===== config.mk =====
export PLATFORM = sky130hd
export DESIGN_NAME = at24_ctrl
export DESIGN_NICKNAME = d
export VERILOG_FILES = /design/src/rtl/at24_pkg.sv /design/src/rtl/at24_addr_ptr.sv /design/src/rtl/at24_ctrl.sv
export SDC_FILE = /design/constraint.sdc
export NUM_CORES = 1
export LEC_CHECK = 0
export ABC_AREA = 1
export ABC_CLOCK_PERIOD_IN_PS = 1510
export BUFFER_PORTS_ARGS = -buffer_cell sky130_fd_sc_hd__buf_2
export CAP_MARGIN = 20
export CORE_MARGIN = 2
export CORE_UTILIZATION = 25
export CTS_BUF_LIST = sky130_fd_sc_hd__clkbuf_4 sky130_fd_sc_hd__clkbuf_8
export CTS_CLUSTER_SIZE = 16
export DETAILED_ROUTE_END_ITERATION = 8
export GPL_ROUTABILITY_DRIVEN = 0
export PLACE_DENSITY = 0.55
export SYNTH_ARGS = -nofsm -noshare
export SYNTH_HDL_FRONTEND = slang
export SYNTH_SLANG_ARGS = --single-unit

===== constraint.sdc =====
create_clock -name clk -period 1.51 [get_ports clk]
set_clock_uncertainty 0.15 [all_clocks]
set_input_delay 0.0755 -clock clk [delete_from_list [all_inputs] [get_ports clk]]
set_output_delay 0.0755 -clock clk [all_outputs]
set_load 0.01 [all_outputs]

===== src/rtl/at24_pkg.sv =====
// Shared types and helpers for the AT24-style EEPROM protocol engine.
package at24_pkg;

  localparam int unsigned BYTE_W = 8;

  typedef logic [BYTE_W-1:0] byte_t;

  typedef enum logic [1:0] {
    FETCH = 2'd0,
    WAIT  = 2'd1,
    READY = 2'd2
  } state_e;

  // Number of in-page pointer bits for a power-of-two page size.
  function automatic int unsigned page_w(input int unsigned page_size);
    return $clog2(page_size);
  endfunction

endpackage


===== src/rtl/at24_addr_ptr.sv =====
// Word address pointer: load from an address byte, wrap inside a page on
// data writes, or advance linearly across the whole array on reads.
module at24_addr_ptr #(
  parameter int unsigned ADDR_W = 8,
  parameter int unsigned PAGE_W = 3
) (
  input  logic              clk,
  input  logic              rst,
  input  logic              load,
  input  logic [ADDR_W-1:0] load_val,
  input  logic              page_inc,
  input  logic              lin_inc,
  output logic [ADDR_W-1:0] ptr
);

  localparam logic [ADDR_W-1:0] PAGE_MASK = ADDR_W'((1 << PAGE_W) - 1);

  logic [ADDR_W-1:0] ptr_d;
  logic [ADDR_W-1:0] ptr_q;
  logic [ADDR_W-1:0] ptr_inc;

  // Page increment keeps the page bits and wraps only the in-page offset.
  always_comb begin
    ptr_inc = ptr_q + ADDR_W'(1);
    ptr_d   = ptr_q;
    if (load) begin
      ptr_d = load_val;
    end else if (page_inc) begin
      ptr_d = (ptr_q & ~PAGE_MASK) | (ptr_inc & PAGE_MASK);
    end else if (lin_inc) begin
      ptr_d = ptr_inc;
    end
  end

  always_ff @(posedge clk) begin
    if (rst) begin
      ptr_q <= '0;
    end else begin
      ptr_q <= ptr_d;
    end
  end

  assign ptr = ptr_q;

endmodule


===== src/rtl/at24_ctrl.sv =====
// Protocol engine between the I2C slave byte streams and the EEPROM array.
// Optional write-protect input is enabled with `define AT24_WP_EN.
module at24_ctrl
  import at24_pkg::*;
#(
  parameter int unsigned ADDR_W    = 8,
  parameter int unsigned PAGE_SIZE = 8
) (
  input  logic              clk,
  input  logic              rst,
  input  logic [7:0]        rx_tdata,
  input  logic              rx_tvalid,
  output logic              rx_tready,
  input  logic              rx_tlast,
  output logic [7:0]        tx_tdata,
  output logic              tx_tvalid,
  input  logic              tx_tready,
  output logic              tx_tlast,
  input  logic              bus_addressed,
  output logic [ADDR_W-1:0] mem_addr,
  output logic [7:0]        mem_wdata,
  output logic              mem_we,
  output logic              mem_re,
  input  logic [7:0]        mem_rdata
`ifdef AT24_WP_EN
  ,
  input  logic              wp
`endif
);

  localparam int unsigned PAGE_W = page_w(PAGE_SIZE);

  state_e            state_q, state_d;
  byte_t             tx_tdata_q, tx_tdata_d;
  logic              tx_tvalid_q, tx_tvalid_d;
  logic              rx_tready_q, rx_tready_d;
  logic              expect_addr_q, expect_addr_d;
  logic              bus_addressed_q;
  logic [ADDR_W-1:0] ptr;
  logic              rx_hs, tx_hs;
  logic              ptr_load, ptr_page_inc, ptr_lin_inc;
  logic              wr_en, wr_block;
  logic              unused_rx_tlast;

  assign unused_rx_tlast = rx_tlast;

`ifdef AT24_WP_EN
  assign wr_block = wp;
`else
  assign wr_block = 1'b0;
`endif

  assign rx_hs = (state_q == READY) && rx_tvalid && rx_tready_q;
  assign tx_hs = (state_q == READY) && tx_tvalid_q && tx_tready;

  // Fetch/present/serve loop; an rx byte takes priority over a tx handshake.
  always_comb begin
    state_d       = state_q;
    tx_tdata_d    = tx_tdata_q;
    tx_tvalid_d   = tx_tvalid_q;
    expect_addr_d = expect_addr_q;
    ptr_load      = 1'b0;
    ptr_page_inc  = 1'b0;
    ptr_lin_inc   = 1'b0;
    wr_en         = 1'b0;
    case (state_q)
      FETCH: state_d = WAIT;
      WAIT: begin
        tx_tdata_d  = mem_rdata;
        tx_tvalid_d = 1'b1;
        state_d     = READY;
      end
      READY: begin
        if (rx_hs) begin
          tx_tvalid_d = 1'b0;
          state_d     = FETCH;
          if (expect_addr_q) begin
            ptr_load      = 1'b1;
            expect_addr_d = 1'b0;
          end else begin
            ptr_page_inc = 1'b1;
            wr_en        = !wr_block;
          end
        end else if (tx_hs) begin
          ptr_lin_inc = 1'b1;
          tx_tvalid_d = 1'b0;
          state_d     = FETCH;
        end
      end
      default: state_d = FETCH;
    endcase
    // A new addressing phase always expects a word address first.
    if (bus_addressed && !bus_addressed_q) begin
      expect_addr_d = 1'b1;
    end
    rx_tready_d = (state_d == READY);
  end

  always_ff @(posedge clk) begin
    if (rst) begin
      state_q         <= FETCH;
      tx_tdata_q      <= '0;
      tx_tvalid_q     <= 1'b0;
      rx_tready_q     <= 1'b0;
      expect_addr_q   <= 1'b0;
      bus_addressed_q <= 1'b0;
    end else begin
      state_q         <= state_d;
      tx_tdata_q      <= tx_tdata_d;
      tx_tvalid_q     <= tx_tvalid_d;
      rx_tready_q     <= rx_tready_d;
      expect_addr_q   <= expect_addr_d;
      bus_addressed_q <= bus_addressed;
    end
  end

  at24_addr_ptr #(
    .ADDR_W (ADDR_W),
    .PAGE_W (PAGE_W)
  ) u_addr_ptr (
    .clk      (clk),
    .rst      (rst),
    .load     (ptr_load),
    .load_val (ADDR_W'(rx_tdata)),
    .page_inc (ptr_page_inc),
    .lin_inc  (ptr_lin_inc),
    .ptr      (ptr)
  );

  // Storage strobes follow the state directly so a write lands in the handshake cycle.
  assign mem_re    = !rst && (state_q == FETCH);
  assign mem_we    = !rst && wr_en;
  assign mem_addr  = rst ? '0 : ptr;
  assign mem_wdata = mem_we ? rx_tdata : '0;

  assign rx_tready = rx_tready_q;
  assign tx_tdata  = tx_tdata_q;
  assign tx_tvalid = tx_tvalid_q;
  assign tx_tlast  = 1'b0;

endmodule


== After elaboration in Yosys (flattened, before gate mapping) ==
Index checks and enable logic that the tools add are counted.

* Bits of input ports: 22
* Output and inout bits: 29
* Bits in registers: 22
* Word-level logic and storage cells: 52

* Bitwise logic cells: 1
* Reductions and logical operators: 16
* Equal/unequal tests: 4
* Mux-type cells: 23
* Add/sub/neg operators: 1

{| class="wikitable"
|+ Operator list
! kind !! number
|-
| $mux 8 || 5
|-
| $mux 1 || 14
|-
| $add 8x1->8 const B || 1
|-
| $or 8x3->8 || 1
|-
| $logic_and 1x1->1 || 7
|-
| $pmux 2 s3 || 1
|-
| $reduce_bool 2->1 || 3
|-
| $eq 2x2->1 const B || 2
|-
| $mux 2 || 2
|-
| $reduce_and 2->1 || 2
|-
| $ne 3x3->1 const B || 1
|-
| $reduce_bool 3->1 || 1
|-
| $eq 2x1->1 const B || 1
|-
| $logic_not 1->1 || 2
|-
| $logic_not 2->1 || 1
|-
| $pmux 1 s2 || 1
|}

== Logic depth before layout (Yosys ltp) ==
Gate-level depths: netlist of the first run.

* Word-level depth: 9
* Mapped depth: 8

== By module ==
From an unflattened synthesis of the first run, not the netlist that was laid out.

* Cell total of the unflattened synthesis: 189
* Area, all modules: 1221.2 um^2

{| class="wikitable"
|+ Modules (own cells, without submodules)
! module !! instances !! area an instance (um^2) !! cells each
|-
| at24_ctrl || 1 || 688.2 || 103
|-
| at24_addr_ptr || 1 || 533.0 || 86
|}

== Worst setup path before layout of the first run ==
OpenSTA, ideal clock, no wires.

* Path kind: flip-flop to output port
* Start: register state_q[1]
* End: output port mem_wdata[0]
* Slack: 0.098 ns
* Required time: 1.284 ns
* Cell stages (with the launch flop): 7
* Arrival time: 1.186 ns
* Path buffers: 0
* Cells stage by stage: dfxtp_1 > inv_2 > nor2_2 > nand3_1 > nor2_1 > inv_2 > nor2_1

* Cells in the longest elaborated chain, start to end: 7

{| class="wikitable"
|+ RTL lines
! element !! RTL line !! text
|-
| start: declaration || at24_ctrl.sv:33 || <nowiki>state_e state_q, state_d;</nowiki>
|-
| start signal: assignment || at24_ctrl.sv:108 || <nowiki>state_q <= state_d;</nowiki>
|-
| $eq 2x2->1 (*) || at24_ctrl.sv:53, at24_ctrl.sv:66 ||
|-
| $logic_and 1x1->1 (2 in a row) || at24_ctrl.sv:53 || <nowiki>assign rx_hs = (state_q == READY) && rx_tvalid && rx_tready_q;</nowiki>
|-
| $mux 1 || at24_ctrl.sv:74 || <nowiki>if (rx_hs) begin</nowiki>
|-
| $mux 1 (*) || at24_ctrl.sv:66 || <nowiki>case (state_q)</nowiki>
|-
| $logic_and 1x1->1 (*) || at24_ctrl.sv:132 || <nowiki>assign mem_we = !rst && wr_en;</nowiki>
|-
| named net mem_we || at24_ctrl.sv:22 || <nowiki>output logic mem_we,</nowiki>
|-
| $mux 8 (*) || at24_ctrl.sv:134 || <nowiki>assign mem_wdata = mem_we ? rx_tdata : '0;</nowiki>
|-
| end: declaration || at24_ctrl.sv:21 || <nowiki>output logic [7:0] mem_wdata,</nowiki>
|}

Mark *: on every way through the listed nets, which the timed path passes. The rest lies on a longest branch.

== Worst setup path after layout of the first run ==
* Start: register state_q[1]
* End: output port mem_wdata[4]

* Cells in the longest elaborated chain, start to end: 7

{| class="wikitable"
|+ RTL lines
! element !! RTL line
|-
| $eq 2x2->1 (*) || at24_ctrl.sv:53, at24_ctrl.sv:66
|-
| $logic_and 1x1->1 (2 in a row) || at24_ctrl.sv:53
|-
| $mux 1 || at24_ctrl.sv:74
|-
| $mux 1 (*) || at24_ctrl.sv:66
|-
| $logic_and 1x1->1 (*) || at24_ctrl.sv:132
|-
| $mux 8 (*) || at24_ctrl.sv:134
|}

Mark *: on every way between the ends. The rest lies on a longest branch, timed or not.

==> results of run 1 <==
==> layout make-up <==
cell class | instances | area, sq um
fillers | 465 | 2620
well taps | 52 | 65.1
inverters | 28 | 111
multi-input cells | 135 | 624
clock buffers | 3 | 41.3
flip-flops and latches | 22 | 444
repair buffers | 71 | 447
clock inverters | 1 | 30.0
==> cell families after synthesis <==
group                    after synthesis
buffers and inverters                 32
adder cells (fa/ha/maj)                1
AND/OR/NAND/NOR                      112
XOR/XNOR                               1
AO/OA/AOI/OAI                         20
other                                  1
flip-flops                            22
==> metrics by stage <==
step | total power [mW] | cell area, sq um | setup slack [ns] | setup TNS [ns]
floorplan | 0.846 | 1150 | 0.0985 | 0
global placement | 0.974 | 1500 | 0.136 | 0
CTS | 1.58 | 1730 | -0.0245 | -0.0638
global route | 1.67 | 1760 | -0.0830 | -1.06
detailed placement | 0.975 | 1500 | 0.130 | 0
finish | 1.58 | 1760 | 0.0258 | 0
==> cell usage in the layout (no fill, tap or decap) <==
cell type,netlist,layout
nor2_1,55,51
buf_2,0,48
nand2_1,40,38
inv_1,25,24
dfxtp_1,22,19
o21ai_0,12,12
dlygate4sd3_1,0,12
buf_4,1,10
nand3_1,9,8
a21oi_1,5,5
nor2_4,1,4
nand2_2,2,3
nor2_2,2,3
nor3_1,3,3
clkbuf_8,0,3
dfxtp_2,0,3
inv_2,2,2
o22ai_1,2,2
nand3_2,0,1
inv_4,0,1
clkinvlp_4,0,1
a21oi_2,1,1
nand2_4,0,1
xnor2_1,1,1
ha_1,1,1
conb_1,1,1
bufinv_16,0,1
buf_6,0,1
==> sequential cells by signal (all words and copies together) (netlist names) <==
register and cells:
tx_tdata 8, u_addr_ptr.ptr 8, state_q 2, bus_addressed_q 1, expect_addr_q 1, rx_tready 1
tx_tvalid 1
==> power by group through the flow <==
stage / combinational, mW / sequential [mW] / clock, mW
floorplan: 0.144 / 0.702 / 0
global placement: 0.294 / 0.680 / 0
finish: 0.340 / 0.675 / 0.560
global route: 0.387 / 0.683 / 0.597
detailed placement: 0.296 / 0.679 / 0
CTS: 0.334 / 0.674 / 0.573
==> per-layer routing <==
metal | track usage | part of all wire | wire [um]
met5 | 0 | 0 | 0
met1 | 0.174 | 0.48 | 1560
met4 | 0.0126 | 0.0031 | 10
met2 | 0.222 | 0.45 | 1440
met3 | 0.0352 | 0.063 | 201
==> final timing paths <==
kind / end / slack [ns] / cells past startpoint / startpoint
min reg2reg: state_q[0] / 0.32 / 1 / state_q[0]
max reg2reg: u_addr_ptr.ptr[2] / 0.06 / 9 / state_q[1]
max: mem_wdata[4] / 0.03 / 7 / state_q[1]
min: u_addr_ptr.ptr[4] / 0.009 / 5 / rx_tdata[4]
==> tightest hold or removal path, cell delays in order <==
cell	delay, ns
buf_2	0.10
nand2_1	0.06
nand2_1	0.06
nor2_1	0.03
nor2_1	0.06
==> repair_timing <==
item,4_1_cts,5_1_grt
resized for setup,8,10
endpoints found under the setup margin,8,26
gates cloned,0,0
setup buffers,4,0
hold endpoints to repair,12,0
pin swaps,4,3
hold buffers,12,0
==> reports/results.ini, run 1 <==
[outcome]
outcome=finished, final reports clean

[sta]
post-route-period-util=0.983
rsz0062_at_grt=true
fin_crit_ns=1.48
setup_viol=0
fmax_ghz=0.674
holdWs_ns=0.00918
final-max-slew-violation-count=0
hold_viol_final=0

[cts]
cts_root_buffer=clkbuf_8
clk_latency_ns=0.27
cts_sinks=22
tritoncts=built
cts.htree.levels=1
clockBufferDepth=2
cts_buffers=3
clk_pin_slew_ns=0.09

[worst_setup_path]
critPathCaptureType=output pin
worstSetupPathType=reg2out
crit_buf_inv=3
max_stage_delay_ns=0.34
cp_max_fo=8
cp.arrival_ns=1.26
cp-start-kind=flip-flop
cp_cell_sequence=inv_2 > nor2_4 > nand3_2 > nor2_4 > inv_4 > nor2_1 > buf_2
slowest_stage=dfxtp_2
path_delay_family=simple AND/OR/NAND/NOR gates
crit_top_cell=nor2_4
worst_ep_required_time_ns=1.28

[synthesis]
yosys.area.top_type=dfxtp_1
synth_nets=212
avgSynthCellArea_sq_um=6.08
yosysMostFrequentCell=nor2_1
synth_area_sq_um=1150
synth_common_cells=55 x nor2_1, 40 x nand2_1, 25 x inv_1
synth.area.mux_share=0
synth.area.top_cells=dfxtp_1 38%, nor2_1 18%, nand2_1 13%
seq_area_frac_synth=0.383
yosys_most_used_dff=dfxtp_1
synth_top_area_share=0.383
synth_fa_ha_area_frac=0.0109
synth-compound-area-share=0.0926
yosysWarnings=0
yosysUniqueCellTypes=20
synth.ff_latch_count=22
synthArstFlopShare=0
synthSimpleGateAreaFrac=0.394
synthCells=189
synth-xor-area-share=0.00763
synth_edf_count=0
synth_top_family_by_area=simple AND/OR/NAND/NOR gates

[floorplan]
start_util=0.262
die_width_um=71.8
fp.coreArea_sq_um=4380
die-area_sq_um=5150
die_h_um=71.8
rows=24
pin_count=51

[placement]
dp_hpwl_um=2300
placedCellCount=293
portBuffers=48

[routing]
viasPerCell=4.36
routed_wl_um=3210
vias=1360
first_iter_violations=107
firstDrtPassIters=4
avgRoutedWirePerCell_um=10.3
drc=0
ant_nets=0

[grt]
grt_pass1_wl_um=5460
antenna_found_initial=0
grt_pass1_vias=1302
grt.total_usage=0.131
grt_max_degree=17
grt-ovfl-total=0

[cells_and_area]
antenna_cells=0
fin_util=0.402
drive_gt1_frac=0.319
area_growth_pct=53.5
layout.nets=284
instances_no_fill=312

[pwr]
power_leakage_nw=0.942
power.share.sequential=0.429
combPwrFrac=0.216
peakVddDrop_uv=687
power_density_nw_per_um2=893
p_int_mw=1.15
swShare=0.271
clockPowerShare=0.355
p_sw_mw=0.427

[hold_path]
hp-class=in2reg

[flow_run]
maxCapViolations=0

(Power assumes the default switching activity.)
==> run 2: changes to the inputs <==
--- a/config.mk
+++ b/config.mk
@@ -10,12 +10,12 @@
 export BUFFER_PORTS_ARGS = -buffer_cell sky130_fd_sc_hd__buf_2
 export CAP_MARGIN = 20
 export CORE_MARGIN = 2
-export CORE_UTILIZATION = 25
+export CORE_UTILIZATION = 48
 export CTS_BUF_LIST = sky130_fd_sc_hd__clkbuf_4 sky130_fd_sc_hd__clkbuf_8
 export CTS_CLUSTER_SIZE = 16
 export DETAILED_ROUTE_END_ITERATION = 8
 export GPL_ROUTABILITY_DRIVEN = 0
-export PLACE_DENSITY = 0.55
+export PLACE_DENSITY = 0.88
 export SYNTH_ARGS = -nofsm -noshare
 export SYNTH_HDL_FRONTEND = slang
 export SYNTH_SLANG_ARGS = --single-unit
==> run 2 against run 1 <==
Effect of this change:
- the flow now finishes with violations (hold timing, setup timing)
- global-route usage is 15 points higher
- die area decreased by 46%
- total power shrank 1.3%
- worst setup slack got worse by 0.13 ns
- clock power decreased by 15%
- non-clock buffer count is 9 higher
- register-to-register slack got worse by 0.07 ns
- sequential share of layout area shrank 0.91 points
- combinational power up 18%
- via count rose by 12%
- final cell count shrank 4.8%
- critical path type unchanged
- critical endpoint is now mem_wdata[1]
- highest routed layer unchanged
==> reports/results.ini, run 2 (synthesized netlist as in run 1, its figures left out) <==
[grt]
antenna_found_initial=0
grt_max_degree=17
grt-ovfl-total=0
grt.total_usage=0.280
grt_pass1_wl_um=5600
grt_pass1_vias=1314

[sta]
final-max-slew-violation-count=0
hold_viol_final=1
finalSetupTns_ns=-0.547
holdWs_ns=-0.0225
fin_crit_ns=1.61
post-route-period-util=1.07
fmax_ghz=0.621
rsz0062_at_grt=true
setup_viol=9
setup_slack_ns=-0.100

[pwr]
power_density_nw_per_um2=845
peakVddDrop_uv=744
p_total_mw=1.55
power_leakage_nw=0.980

[floorplan]
fp.coreArea_sq_um=2230
rows=17
pin_count=51
start_util=0.514
die_h_um=52.9
die_width_um=52.9
die-area_sq_um=2800

[cells_and_area]
layout.nets=293
instances_no_fill=297
most-common-layout-cells=52 x nor2_1, 47 x buf_2, 37 x nand2_1
area_growth_pct=60.1
antenna_cells=0
layout.cells.most_common=nor2_1
drive_gt1_frac=0.327

[hold_path]
holdCritStartpoint=rx_tdata[7]
hp-class=in2reg

[worst_setup_path]
reg2reg_from=state_q[0]
critPathLaunch=state_q[0]
cp-start-kind=flip-flop
cp_max_fo=8
max_stage_delay_ns=0.38
cp.arrival_ns=1.38
slowest_stage=dfxtp_4
worst_ep_required_time_ns=1.28
cp_cell_sequence=nor2_4 > nand3_4 > nor2_4 > inv_4 > nor2_4 > buf_6
crit_top_cell=nor2_4
worstSetupPathType=reg2out
critPathCaptureType=output pin

[routing]
routed_wl_um=3950
firstDrtPassIters=4
viasPerCell=5.13
first_iter_violations=70
ant_nets=0
avgRoutedWirePerCell_um=13.3
drc=0
vias=1523

[flow_run]
maxCapViolations=0

[cts]
cts.htree.levels=1
clk_pin_slew_ns=0.14
cts_buffers=3
clockBufferDepth=2
tritoncts=built
clk_latency_ns=0.33
cts_root_buffer=clkbuf_4
cts_sinks=22

[placement]
portBuffers=48
dp_hpwl_um=2130
placedCellCount=268

[outcome]
violations=hold timing, setup timing
outcome=finished, violations left

[run 2: final timing paths]
check                      endpoint  slack (ns)  depth (start not counted)
setup reg to reg  u_addr_ptr.ptr[3]       -0.01                          8
hold reg to reg         tx_tdata[0]        0.38                          2
setup / recovery       mem_wdata[1]       -0.10                          6
hold / removal    u_addr_ptr.ptr[7]       -0.02                          5
[run 2: where the power goes]
| part | internal, mW | switching, mW |
|---|---|---|
| Combinational | 0.178 | 0.224 |
| Clock | 0.269 | 0.207 |
| Sequential | 0.641 | 0.0360 |
| Total | 1.09 | 0.467 |
[run 2: worst max-delay path: cells and delay by family, from the launching register on]
family / cells / cell delay, ns
simple gates: 4 / 0.48
buf+inv: 2 / 0.19
flops: 1 / 0.38
[run 2: layer usage]
metal / part of all wire / vias to the layer above / track usage / wire (um)
met5: 0 / - / 0 / 0
met1: 0.37 / 682 / 0.295 / 1460
met4: 0.016 / 0 / 0.115 / 63
met2: 0.53 / 95 / 0.533 / 2080
met3: 0.086 / 11 / 0.0537 / 338
li1: - / 735 / - / -
[run 2: timing repair]
item | CTS | global route
setup endpoints to repair | 8 | 26
hold buffers | 19 | 0
setup buffers | 5 | 1
pin swaps | 3 | 1
endpoints found under the hold margin | 18 | 0
gates resized for setup | 9 | 18
[run 2: area by class of cell]
class / instances / area [sq um]
clock buffers: 3 / 22.5
clock inverters: 1 / 30.0
fillers: 152 / 394
inverters: 28 / 111
multi-input cells: 135 / 659
flip-flops and latches: 22 / 447
well taps: 28 / 35.0
repair buffers: 80 / 534
[run 2: through the flow]
stage | util | setup slack (ns) | hold slack, ns | cell area, sq um
4_1_cts | 0.788 | -0.0596 | 0.00285 | 1760
3_5_place_dp | 0.653 | 0.100 | 0.153 | 1460
5_1_grt | 0.824 | -0.127 | 0.0231 | 1840
2_1_floorplan | - | 0.0985 | 0.0504 | 1150
6_report | 0.824 | -0.100 | -0.0225 | 1840
3_3_place_gp | 0.653 | 0.140 | 0.148 | 1460
==> run 3: changes to the inputs <==
--- a/config.mk
+++ b/config.mk
@@ -10,7 +10,7 @@
 export BUFFER_PORTS_ARGS = -buffer_cell sky130_fd_sc_hd__buf_2
 export CAP_MARGIN = 20
 export CORE_MARGIN = 2
-export CORE_UTILIZATION = 48
+export CORE_UTILIZATION = 49
 export CTS_BUF_LIST = sky130_fd_sc_hd__clkbuf_4 sky130_fd_sc_hd__clkbuf_8
 export CTS_CLUSTER_SIZE = 16
 export DETAILED_ROUTE_END_ITERATION = 8
@@ -18,4 +18,5 @@
 export PLACE_DENSITY = 0.88
 export SYNTH_ARGS = -nofsm -noshare
 export SYNTH_HDL_FRONTEND = slang
+export SYNTH_HIERARCHICAL = 1
 export SYNTH_SLANG_ARGS = --single-unit
==> run 3 against run 2 <==
Effect of this change:
- the run ends with setup timing left
- core utilization is 0.16 points lower
- final cell count is 2.0% higher
- sequential share of layout area is 1.7 points lower
- routed wire length is 1.2% lower
- non-clock buffer count is 4 higher
- hold slack better by 0.065 ns
- first-iteration DRC count is 66% lower
- global-route usage is 0.95 points lower
- critical endpoint is now u_addr_ptr/ptr[6]
==> reports/results.ini, run 3 <==
[cells_and_area]
layout.nets=297
seq_area_sq_um=447
most-common-layout-cells=45 x buf_2, 36 x inv_1, 33 x nor2_1
drive_gt1_frac=0.388
n_fill_cell=168
fin_util=0.822
antenna_cells=0
instances_no_fill=303
layout.cells.most_common=buf_2
multi_input_area_sq_um=689
area_growth_pct=62.2

[routing]
avgRoutedWirePerCell_um=12.9
ant_nets=0
first_iter_violations=24
vias=1502
viasPerCell=4.96
drc=0
routed_wl_um=3900
firstDrtPassIters=4

[synthesis]
yosys.area.top_type=dfxtp_1
avgSynthCellArea_sq_um=6.46
yosysUniqueCellTypes=25
yosysWarnings=6
yosysMostFrequentCell=nor2_1
synthArstFlopShare=0
synth_nets=212
yosys_most_used_dff=dfxtp_1
synthCells=189
synth_top_area_share=0.361
seq_area_frac_synth=0.361
synth_common_cells=43 x nor2_1, 39 x inv_1, 26 x nand2_1
synth.ff_latch_count=22
synth_area_sq_um=1220
synth_edf_count=0
synth.area.top_cells=dfxtp_1 36%, nor2_1 13%, inv_1 12%

[placement]
portBuffers=48
dp_hpwl_um=2190
placedCellCount=273

[sta]
rsz0062_at_grt=true
hold_viol_final=0
final-max-slew-violation-count=0
setup_slack_ns=-0.151
setup_viol=15
fin_crit_ns=1.66
finalSetupTns_ns=-1.28
post-route-period-util=1.10
fmax_ghz=0.602

[grt]
grt.total_usage=0.271
top_usage_layer=met2
grt-ovfl-total=0
grt_pass1_vias=1348
grt_pass1_wl_um=5600
grt_max_degree=22
use_met1=0.270
use_met3=0.0639
antenna_found_initial=0
met2_usage=0.530

[worst_setup_path]
cp-start-kind=flip-flop
critPathCaptureType=flip-flop
r2r_end=u_addr_ptr/ptr[6]
worst_ep_required_time_ns=1.59
cp.arrival_ns=1.74
worstSetupPathType=reg2reg
cp_max_fo=6
r2r_slack_ns=-0.15
reg2reg_from=state_q[1]
worst_r2r_path_depth=12

[pwr]
peakVddDrop_uv=738
clockPowerShare=0.321
power_density_nw_per_um2=729
p_int_mw=1.05
p_sw_mw=0.396
swShare=0.275
power_leakage_nw=0.996
power.share.sequential=0.456
combPwrFrac=0.223

[floorplan]
die_h_um=53.9
start_util=0.507
die-area_sq_um=2910
die_width_um=53.9
pin_count=51
rows=18
fp.coreArea_sq_um=2410

[hold_path]
holdCritStartpoint=rst
min_path_cells=3
whs_endpoint=u_addr_ptr/ptr[6]
hp-class=in2reg

[cts]
cts.htree.levels=1
cts_sinks=22
clk_latency_ns=0.32
clk_pin_slew_ns=0.13
cts_root_buffer=clkbuf_4
clockBufferDepth=2
cts_buffers=3
tritoncts=built

[flow_run]
maxCapViolations=0

[outcome]
outcome=finished, violations left
violations=setup timing

-- run 3: changes by cell type in the layout (fill, tap and decap cells not counted), sizes merged, moves of 4 or more --
cell,previous run,this run
buf,61,66
a21oi,6,10
nand2,42,32
o21ai,12,17
inv,27,41
nor2,58,46
-- run 3: how the worst max path moves through the flow --
stage / cells after the start / slack [ns] / end / from
2_1_floorplan: 9 / 0.008 / u_addr_ptr/ptr[3] / state_q[1]
3_3_place_gp: 9 / -0.03 / u_addr_ptr/ptr[3] / state_q[1]
3_5_place_dp: 9 / -0.05 / u_addr_ptr/ptr[3] / state_q[1]
4_1_cts: 6 / -0.11 / mem_wdata[5] / state_q[1]
5_1_grt: 12 / -0.26 / u_addr_ptr/ptr[6] / state_q[1]
6_report: 12 / -0.15 / u_addr_ptr/ptr[6] / state_q[1]
-- run 3: what timing repair did --
| item | in CTS | in global routing |
|---|---|---|
| setup buffers | 7 | 1 |
| pin swaps | 8 | 12 |
| endpoints found under the hold margin | 20 | 0 |
| gates resized for setup | 20 | 22 |
| endpoints found under the setup margin | 16 | 18 |
| gates cloned | 1 | 0 |
| hold buffers | 18 | 0 |
-- run 3: cells by family after synthesis --
logic type | synth area share
DFF | 0.361
and+or+nand+nor | 0.337
other | 0.00307
AOI/OAI and AO/OA | 0.134
buffers and inverters | 0.155
adders and majority gates | 0.0102
-- run 3: layout make-up --
| type | instances | area share |
|---|---|---|
| clock buffer | 3 | 0.0114 |
| clock inverter | 1 | 0.0152 |
| sequential | 22 | 0.226 |
| tap | 30 | 0.0190 |
| inverter | 41 | 0.0790 |
| timing repair buffer | 84 | 0.302 |
| multi-input combinational | 122 | 0.348 |
-- run 3: metrics by stage --
stage	power, mW	instance area, sq um	hold slack [ns]	setup WS [ns]
after floorplan	0.794	1230	-0.0121	0.00850
after global placement	0.887	1550	0.142	-0.0332
after detailed placement	0.897	1550	0.151	-0.0540
after CTS	1.41	1880	0.0272	-0.114
after global routing	1.50	1980	0.0451	-0.259
final	1.44	1980	0.0429	-0.151
-- run 3: critical path, cell delays in order, from the launching register on --
cell,delay (ns)
dfxtp_4,0.39
buf_6,0.11
inv_4,0.03
nor2_4,0.11
nand2_2,0.08
a21oi_4,0.16
nand2_4,0.10
nand2_4,0.10
nand2_1,0.05
nand2_1,0.07
nand2_1,0.08
nand2_2,0.07
a21oi_2,0.05
-- run 3: metal layers --
metal / part of all wire / up-vias / wire (um)
met2: 0.56 / 68 / 2180
met3: 0.062 / 9 / 241
met4: 0.014 / 0 / 56
met1: 0.37 / 683 / 1430
met5: 0 / - / 0
li1: - / 742 / -
-- run 3: power groups by stage --
stage / sequential [mW] / clock [mW] / combinational (mW)
after floorplan: 0.685 / 0 / 0.109
after global placement: 0.667 / 0 / 0.220
after detailed placement: 0.668 / 0 / 0.229
after CTS: 0.654 / 0.466 / 0.292
after global routing: 0.663 / 0.491 / 0.350
final: 0.658 / 0.464 / 0.321
